`config.mk`:
```
export PLATFORM = sky130hd
export DESIGN_NAME = spi_mem_peripheral
export DESIGN_NICKNAME = d
export VERILOG_FILES = /design/src/rtl/spi_mem_peripheral.sv
export SDC_FILE = /design/constraint.sdc
export NUM_CORES = 1
export LEC_CHECK = 0
export CAP_MARGIN = 20
export CORE_ASPECT_RATIO = 0.7
export CORE_UTILIZATION = 55
export DETAILED_ROUTE_END_ITERATION = 16
export PLACE_DENSITY = 0.89
export SYNTH_ARGS = -nofsm -noshare
export SYNTH_HDL_FRONTEND = slang
export SYNTH_SLANG_ARGS = --single-unit
export TNS_END_PERCENT = 100
```
`constraint.sdc`:
```
create_clock -name clk -period 3.55 [get_ports clk]
set_input_delay 0.5325 -clock clk [delete_from_list [all_inputs] [get_ports clk]]
set_output_delay 0.5325 -clock clk [all_outputs]
set_load 0.02 [all_outputs]
```
`src/rtl/spi_mem_peripheral.sv`:
```
// SPI mode-0 peripheral: opcode decode for chip ID / debug registers,
// address load and auto-incrementing burst reads from a debug RAM.
// Optional burst word counter and opcode 0xBD: define SPI_WORD_COUNT_EN.
module spi_mem_peripheral #(
  parameter logic [7:0]  CHIP_ID    = 8'hAA,
  parameter int unsigned DBG_W      = 32,
  parameter int unsigned MEM_W      = 30,
  parameter int unsigned ADDR_W     = 18,
  parameter int unsigned MEM_DEPTH  = 2**ADDR_W,
  parameter int unsigned RD_LATENCY = 1
) (
  input  logic              clk,
  input  logic              reset_n,
  input  logic              sck,
  input  logic              cs,
  input  logic              copi,
  output logic              cipo,
  input  logic [7:0]        debug8,
  input  logic [DBG_W-1:0]  debug_w,
  output logic [ADDR_W-1:0] rd_addr,
  output logic              rd_en,
  input  logic [MEM_W-1:0]  rd_data
);

  localparam int unsigned MEM_BYTES  = (MEM_W + 7) / 8;
  localparam int unsigned ADDR_BYTES = (ADDR_W + 7) / 8;
  localparam int unsigned MWB        = MEM_BYTES * 8;
  localparam int unsigned TX_W0      = (DBG_W > MWB) ? DBG_W : MWB;
  localparam int unsigned TX_W       = (TX_W0 > 16) ? TX_W0 : 16;

  typedef enum logic [2:0] {
    S_IDLE, S_OPCODE, S_RESP, S_ADDR, S_BURST, S_DRAIN
  } state_t;

  logic [1:0]            r_sck_s, r_cs_s, r_copi_s;
  logic                  r_sck_d, r_cs_d;
  state_t                r_state;
  logic [2:0]            r_bit_cnt;
  logic [7:0]            r_byte_cnt;
  logic [7:0]            r_nbytes;
  logic [6:0]            r_sh;
  logic [ADDR_W-1:0]     r_acc;
  logic [ADDR_W-1:0]     r_addr_base;
  logic [ADDR_W-1:0]     r_rd_addr;
  logic                  r_rd_en;
  logic [RD_LATENCY-1:0] r_rd_pipe;
  logic                  r_cap_to_tx;
  logic [TX_W-1:0]       r_tx;
  logic [TX_W-1:0]       r_prefetch;
  logic                  r_cipo;
`ifdef SPI_WORD_COUNT_EN
  logic [15:0]           r_word_cnt;
  logic [15:0]           r_last_words;
`endif

  logic                  w_sck_rise, w_sck_fall, w_cs_rise, w_cs_fall;
  logic [7:0]            w_opcode;
  logic [ADDR_W-1:0]     w_acc_next;
  logic [ADDR_W-1:0]     w_addr_mod;
  logic [MWB-1:0]        w_word;
  logic [TX_W-1:0]       w_word_tx;
  logic                  w_last_byte;

  assign w_sck_rise  = r_sck_s[1] & ~r_sck_d;
  assign w_sck_fall  = ~r_sck_s[1] & r_sck_d;
  assign w_cs_rise   = r_cs_s[1] & ~r_cs_d;
  assign w_cs_fall   = ~r_cs_s[1] & r_cs_d;
  assign w_opcode    = {r_sh, r_copi_s[1]};
  // Shifting into an ADDR_W-wide register drops excess upper payload bits.
  assign w_acc_next  = {r_acc[ADDR_W-2:0], r_copi_s[1]};
  assign w_addr_mod  = ADDR_W'(32'(w_acc_next) % MEM_DEPTH);
  assign w_word      = MWB'(rd_data);
  assign w_word_tx   = TX_W'(w_word) << (TX_W - MWB);
  assign w_last_byte = (r_byte_cnt == 8'(MEM_BYTES - 1));

  assign cipo    = r_cipo;
  assign rd_en   = r_rd_en;
  assign rd_addr = r_rd_addr;

  // Two-flop synchronisers plus one delay stage for edge detection.
  always_ff @(posedge clk or negedge reset_n) begin
    if (!reset_n) begin
      r_sck_s  <= '0;
      r_cs_s   <= '1;
      r_copi_s <= '0;
      r_sck_d  <= 1'b0;
      r_cs_d   <= 1'b1;
    end else begin
      r_sck_s  <= {r_sck_s[0], sck};
      r_cs_s   <= {r_cs_s[0], cs};
      r_copi_s <= {r_copi_s[0], copi};
      r_sck_d  <= r_sck_s[1];
      r_cs_d   <= r_cs_s[1];
    end
  end

  // Transaction FSM, response shifter, RAM fetch and prefetch.
  always_ff @(posedge clk or negedge reset_n) begin
    if (!reset_n) begin
      r_state     <= S_IDLE;
      r_bit_cnt   <= '0;
      r_byte_cnt  <= '0;
      r_nbytes    <= '0;
      r_sh        <= '0;
      r_acc       <= '0;
      r_addr_base <= '0;
      r_rd_addr   <= '0;
      r_rd_en     <= 1'b0;
      r_rd_pipe   <= '0;
      r_cap_to_tx <= 1'b0;
      r_tx        <= '0;
      r_prefetch  <= '0;
      r_cipo      <= 1'b0;
`ifdef SPI_WORD_COUNT_EN
      r_word_cnt   <= '0;
      r_last_words <= '0;
`endif
    end else begin
      r_rd_en   <= 1'b0;
      r_rd_pipe <= RD_LATENCY'({r_rd_pipe, r_rd_en});
      // First fetch of a burst goes straight to the shifter, later ones wait.
      if (r_rd_pipe[RD_LATENCY-1]) begin
        if (r_cap_to_tx) begin
          r_tx        <= w_word_tx;
          r_cap_to_tx <= 1'b0;
        end else begin
          r_prefetch <= w_word_tx;
        end
      end

      if (w_cs_rise) begin
        r_state     <= S_IDLE;
        r_cipo      <= 1'b0;
        r_rd_en     <= 1'b0;
        r_rd_pipe   <= '0;
        r_cap_to_tx <= 1'b0;
        r_bit_cnt   <= '0;
        r_byte_cnt  <= '0;
`ifdef SPI_WORD_COUNT_EN
        if (r_state == S_BURST) r_last_words <= r_word_cnt;
        r_word_cnt <= '0;
`endif
      end else begin
        case (r_state)
          S_IDLE: begin
            if (w_cs_fall) begin
              r_state    <= S_OPCODE;
              r_bit_cnt  <= '0;
              r_byte_cnt <= '0;
              r_cipo     <= 1'b1;
            end
          end
          S_OPCODE: begin
            if (w_sck_rise) begin
              r_sh      <= w_opcode[6:0];
              r_bit_cnt <= r_bit_cnt + 3'd1;
              if (r_bit_cnt == 3'd7) begin
                r_byte_cnt <= '0;
                case (w_opcode)
                  8'h00: begin
                    r_tx     <= TX_W'(CHIP_ID) << (TX_W - 8);
                    r_nbytes <= 8'd1;
                    r_state  <= S_RESP;
                  end
                  8'hB8: begin
                    r_tx     <= TX_W'(debug8) << (TX_W - 8);
                    r_nbytes <= 8'd1;
                    r_state  <= S_RESP;
                  end
                  8'hB9: begin
                    r_tx     <= TX_W'(debug_w) << (TX_W - DBG_W);
                    r_nbytes <= 8'(DBG_W / 8);
                    r_state  <= S_RESP;
                  end
                  8'hBC: r_state <= S_ADDR;
                  8'hBA: begin
                    r_rd_addr   <= r_addr_base;
                    r_rd_en     <= 1'b1;
                    r_cap_to_tx <= 1'b1;
                    r_state     <= S_BURST;
                  end
`ifdef SPI_WORD_COUNT_EN
                  8'hBD: begin
                    r_tx     <= TX_W'(r_last_words) << (TX_W - 16);
                    r_nbytes <= 8'd2;
                    r_state  <= S_RESP;
                  end
`endif
                  default: r_state <= S_DRAIN;
                endcase
              end
            end
          end
          S_RESP: begin
            if (w_sck_fall) begin
              if (r_byte_cnt == r_nbytes) begin
                r_state <= S_DRAIN;
                r_cipo  <= 1'b1;
              end else begin
                r_cipo    <= r_tx[TX_W-1];
                r_tx      <= {r_tx[TX_W-2:0], 1'b0};
                r_bit_cnt <= r_bit_cnt + 3'd1;
                if (r_bit_cnt == 3'd7) r_byte_cnt <= r_byte_cnt + 8'd1;
              end
            end
          end
          S_ADDR: begin
            if (w_sck_rise) begin
              r_acc     <= w_acc_next;
              r_bit_cnt <= r_bit_cnt + 3'd1;
              if (r_bit_cnt == 3'd7) begin
                r_byte_cnt <= r_byte_cnt + 8'd1;
                if (r_byte_cnt == 8'(ADDR_BYTES - 1)) begin
                  r_addr_base <= w_addr_mod;
                  r_state     <= S_DRAIN;
                end
              end
            end
          end
          S_BURST: begin
            if (w_sck_fall) begin
              r_cipo <= r_tx[TX_W-1];
              // Fetch the next word while the last byte of this one shifts out.
              if (w_last_byte && r_bit_cnt == 3'd0) begin
                r_rd_addr <= (r_rd_addr == ADDR_W'(MEM_DEPTH - 1)) ? '0
                                                                  : r_rd_addr + 1'b1;
                r_rd_en   <= 1'b1;
              end
              if (w_last_byte && r_bit_cnt == 3'd7) begin
                r_tx       <= r_prefetch;
                r_bit_cnt  <= '0;
                r_byte_cnt <= '0;
`ifdef SPI_WORD_COUNT_EN
                if (r_word_cnt != 16'hFFFF) r_word_cnt <= r_word_cnt + 16'd1;
`endif
              end else begin
                r_tx      <= {r_tx[TX_W-2:0], 1'b0};
                r_bit_cnt <= r_bit_cnt + 3'd1;
                if (r_bit_cnt == 3'd7) r_byte_cnt <= r_byte_cnt + 8'd1;
              end
            end
          end
          S_DRAIN: r_cipo <= 1'b1;
          default: r_state <= S_IDLE;
        endcase
      end
    end
  end

endmodule

```
==> impl_metrics.csv <==
group,metric,value,unit
logic_synthesis,synth.area.mux_share,15.7,%
clock_network,cts_buffer_depth,2,
logic_synthesis,syn_avg_cell_area,10.9,sq um
sta,skew,11.4,ps
logic_synthesis,synth_edf_count,0,
placement,dpl.hpwl,13.5,mm
floorplanning,initial_utilization,57.0,%
power_and_ir_drop,ir_drop,312,uV
logic_synthesis,synth-main-ff-cell,"dfrtp_1",
logic_synthesis,synth-seq-cells,150,
clock_network,clk_latency,420,ps
floorplanning,rows,36,
worst_hold_path,hp-class,"in -> async",
detailed_routing,route.detailed.drc,0,
logic_synthesis,syn_nets,818,
clock_network,cts_setup_buffers,0,
sta,worst_pin_slew,774,ps
grt,grt-ovfl-total,0,
critical_path,worstPathArrival,2930,ps
clock_network,cts_tree,"done",
sta,min_period,2620,ps
detailed_routing,drt.antenna.violating_nets,0,
floorplanning,die_h,103,um
finish,final_cell_mix,"147 x dfrtp_1, 106 x mux2_2, 93 x clkdlybuf4s50_1, 48 x nand3_1, 44 x a21oi_1",
sta,rsz0062_at_grt,"false",
sta,final.setup.tns,0,ps
clock_network,cts_resized,0,
detailed_routing,dr.pass1.iters,5,
clock_network,htree_num_levels,4,
status,status,"finished clean",
placement,port_buffers,94,
finish,nNetsFinal,893,
finish,syn2layout_area_growth,20.4,%
logic_synthesis,synth_fa_ha_area_share,1.09,%
floorplanning,core-area,14100,sq um
logic_synthesis,yosys.area_share.simple,14.8,%
logic_synthesis,yosysWarnings,0,
power_and_ir_drop,power_density,522,nW/um^2
detailed_routing,dr.first_iter.drc_count,757,
detailed_routing,drt-vias-per-instance,6.63,
logic_synthesis,syn_area,8040,sq um
clock_network,path_clk_slew,70,ps
sta,fmax,381,MHz
finish,diodes,0,
grt,grt_max_degree,79,
floorplanning,die-area,15100,sq um
critical_path,cp.required,3860,ps
finish,fin_cells,1014,
critical_path,cp-end-kind,"flop",
sta,finalHoldViolations,0,
sta,timing.final.crit_share,73.8,%
clock_network,cts_sinks,150,
placement,placed_cells,982,
critical_path,crit_fanout,14,
logic_synthesis,syn_inst,736,
clock_network,cts_hold_buf,0,
grt,grt_pass1_vias,6376,
grt,grt_use_total,28.1,%
detailed_routing,wire_per_inst,20.2,um
clock_network,cts_root_buffer,"clkbuf_16",
sta,setup_violations,0,
sta,final_max_slew_viol_count,0,
logic_synthesis,synthArstFlopShare,100,%
grt,antenna_found_initial,0,
finish,final_common_cell,"dfrtp_1",
power_and_ir_drop,p_leak,4.01,nW
critical_path,crit_type,"reg -> reg",
grt,grt_pass1_wl,33.2,mm
logic_synthesis,ys_types,76,
clock_network,cts_made_buffers,17,
placement,place_congestion,0.966,
floorplanning,io_pins,95,
detailed_routing,wirelength,20.5,mm
floorplanning,die_x,146,um
logic_synthesis,synth_compound_area_share,17.1,%
finish,drive_gt1_share,23.2,%
detailed_routing,vias,6724,
logic_synthesis,synth_top_family_by_area,"compound AO/OA/AOI/OAI gates",
logic_synthesis,synth_xor_area_share,0.327,%
flow_run,maxCapViolCount,0,
critical_path,cp-start-kind,"flop",
sta,relSlewSlack,48.3,%
logic_synthesis,ys_seq_area_share,46.8,%
==> where the power goes <==
part           leakage, nW  switching [mW]  internal [mW]  total, mW
Combinational         1.73           0.869          0.487       1.36
Sequential            1.99           0.102           1.81       1.91
Clock                0.287           0.763           1.02       1.78
Total                 4.01            1.73           3.32       5.05
==> flip-flops by register name, summed over array words and instances (netlist names), 3 cells and up <==
signal and flops:
r_tx 32, r_prefetch 30, r_addr_base 18, rd_addr 18
r_acc 17, r_byte_cnt 8, r_sh 7, r_bit_cnt 3
r_state 3
==> critical path: stages (launching register included) <==
cell and delay, ps:
dfrtp_1 470, or3b_1 430, or4_4 540, o2bb2ai_4 420, nand2_4 170, clkinv_4 170
mux2_4 310
==> per-stage QoR <==
stage / cell area, sq um / power (mW) / utilization, % / hold slack [ps] / setup WS [ps]
2_1_floorplan: 8040 / 2.83 / - / 237 / 1320
3_3_place_gp: 9090 / 3.21 / 64.5 / 333 / 1050
3_5_place_dp: 9090 / 3.24 / 64.5 / 335 / 982
4_1_cts: 9680 / 5.03 / 68.6 / 165 / 961
5_1_grt: 9680 / 5.26 / 68.6 / 190 / 836
6_report: 9680 / 5.05 / 68.6 / 135 / 929
==> final cells by class <==
type | instances | area [sq um]
fill | 993 | 4420
multi-input combinational | 514 | 3940
sequential | 150 | 3760
timing repair buffer | 111 | 1080
clock buffer | 19 | 453
tap | 190 | 238
clock inverter | 13 | 136
inverter | 17 | 68.8
==> cells in the mapped netlist, types with 4 or more instances <==
cell,n,area [sq um]
a211o_1,4,35.0
a21oi_1,44,220
a21oi_2,9,78.8
a221o_1,31,310
a22o_1,4,35.0
a31oi_1,8,50.1
a32o_1,4,40.0
and2_1,4,25.0
and4_1,4,35.0
buf_1,4,15.0
buf_2,14,70.1
buf_6,5,56.3
clkbuf_1,30,113
dfrtp_1,147,3680
ha_1,7,87.6
inv_1,15,56.3
mux2_2,106,1190
mux2i_1,5,50.1
nand2_1,33,124
nand2b_1,8,50.1
nand3_1,48,240
nand4_1,41,257
nor2_1,14,52.6
nor2b_1,5,31.3
nor3_1,19,95.1
o211ai_1,5,37.5
o21ai_0,30,150
o22ai_1,7,43.8
o2bb2ai_1,8,70.1
o32ai_1,4,35.0
==> cell families after synthesis <==
| kind of cell | Yosys count |
|---|---|
| and+or+nand+nor | 207 |
| AOI/OAI and AO/OA | 185 |
| DFF | 150 |
| adders and majority gates | 7 |
| buffers and inverters | 72 |
| xor gates and xnor gates | 3 |
| muxes | 112 |
==> metal layers <==
| layer | part of all wire (%) | vias to the layer above | global-route usage (%) |
|---|---|---|---|
| met5 | 0 | - | 0 |
| li1 | - | 2990 | - |
| met4 | 1.9 | 0 | 9.13 |
| met3 | 8.7 | 49 | 6.06 |
| met2 | 45 | 404 | 41.5 |
| met1 | 45 | 3281 | 41.3 |
==> final timing paths <==
check	to	cells past startpoint	from	slack, ps
hold reg to reg	r_sck_s[1]	0	r_sck_s[0]	350
setup reg to reg	rd_addr[0]	6	r_sh[1]	930
max in group asynchronous	r_cs_d	2	reset_n	2580
min in group clk	r_sck_s[1]	0	r_sck_s[0]	350
setup / recovery	rd_addr[0]	6	r_sh[1]	930
hold / removal	r_addr_base[3]	1	reset_n	130
Power figures use the tool's default switching activity.
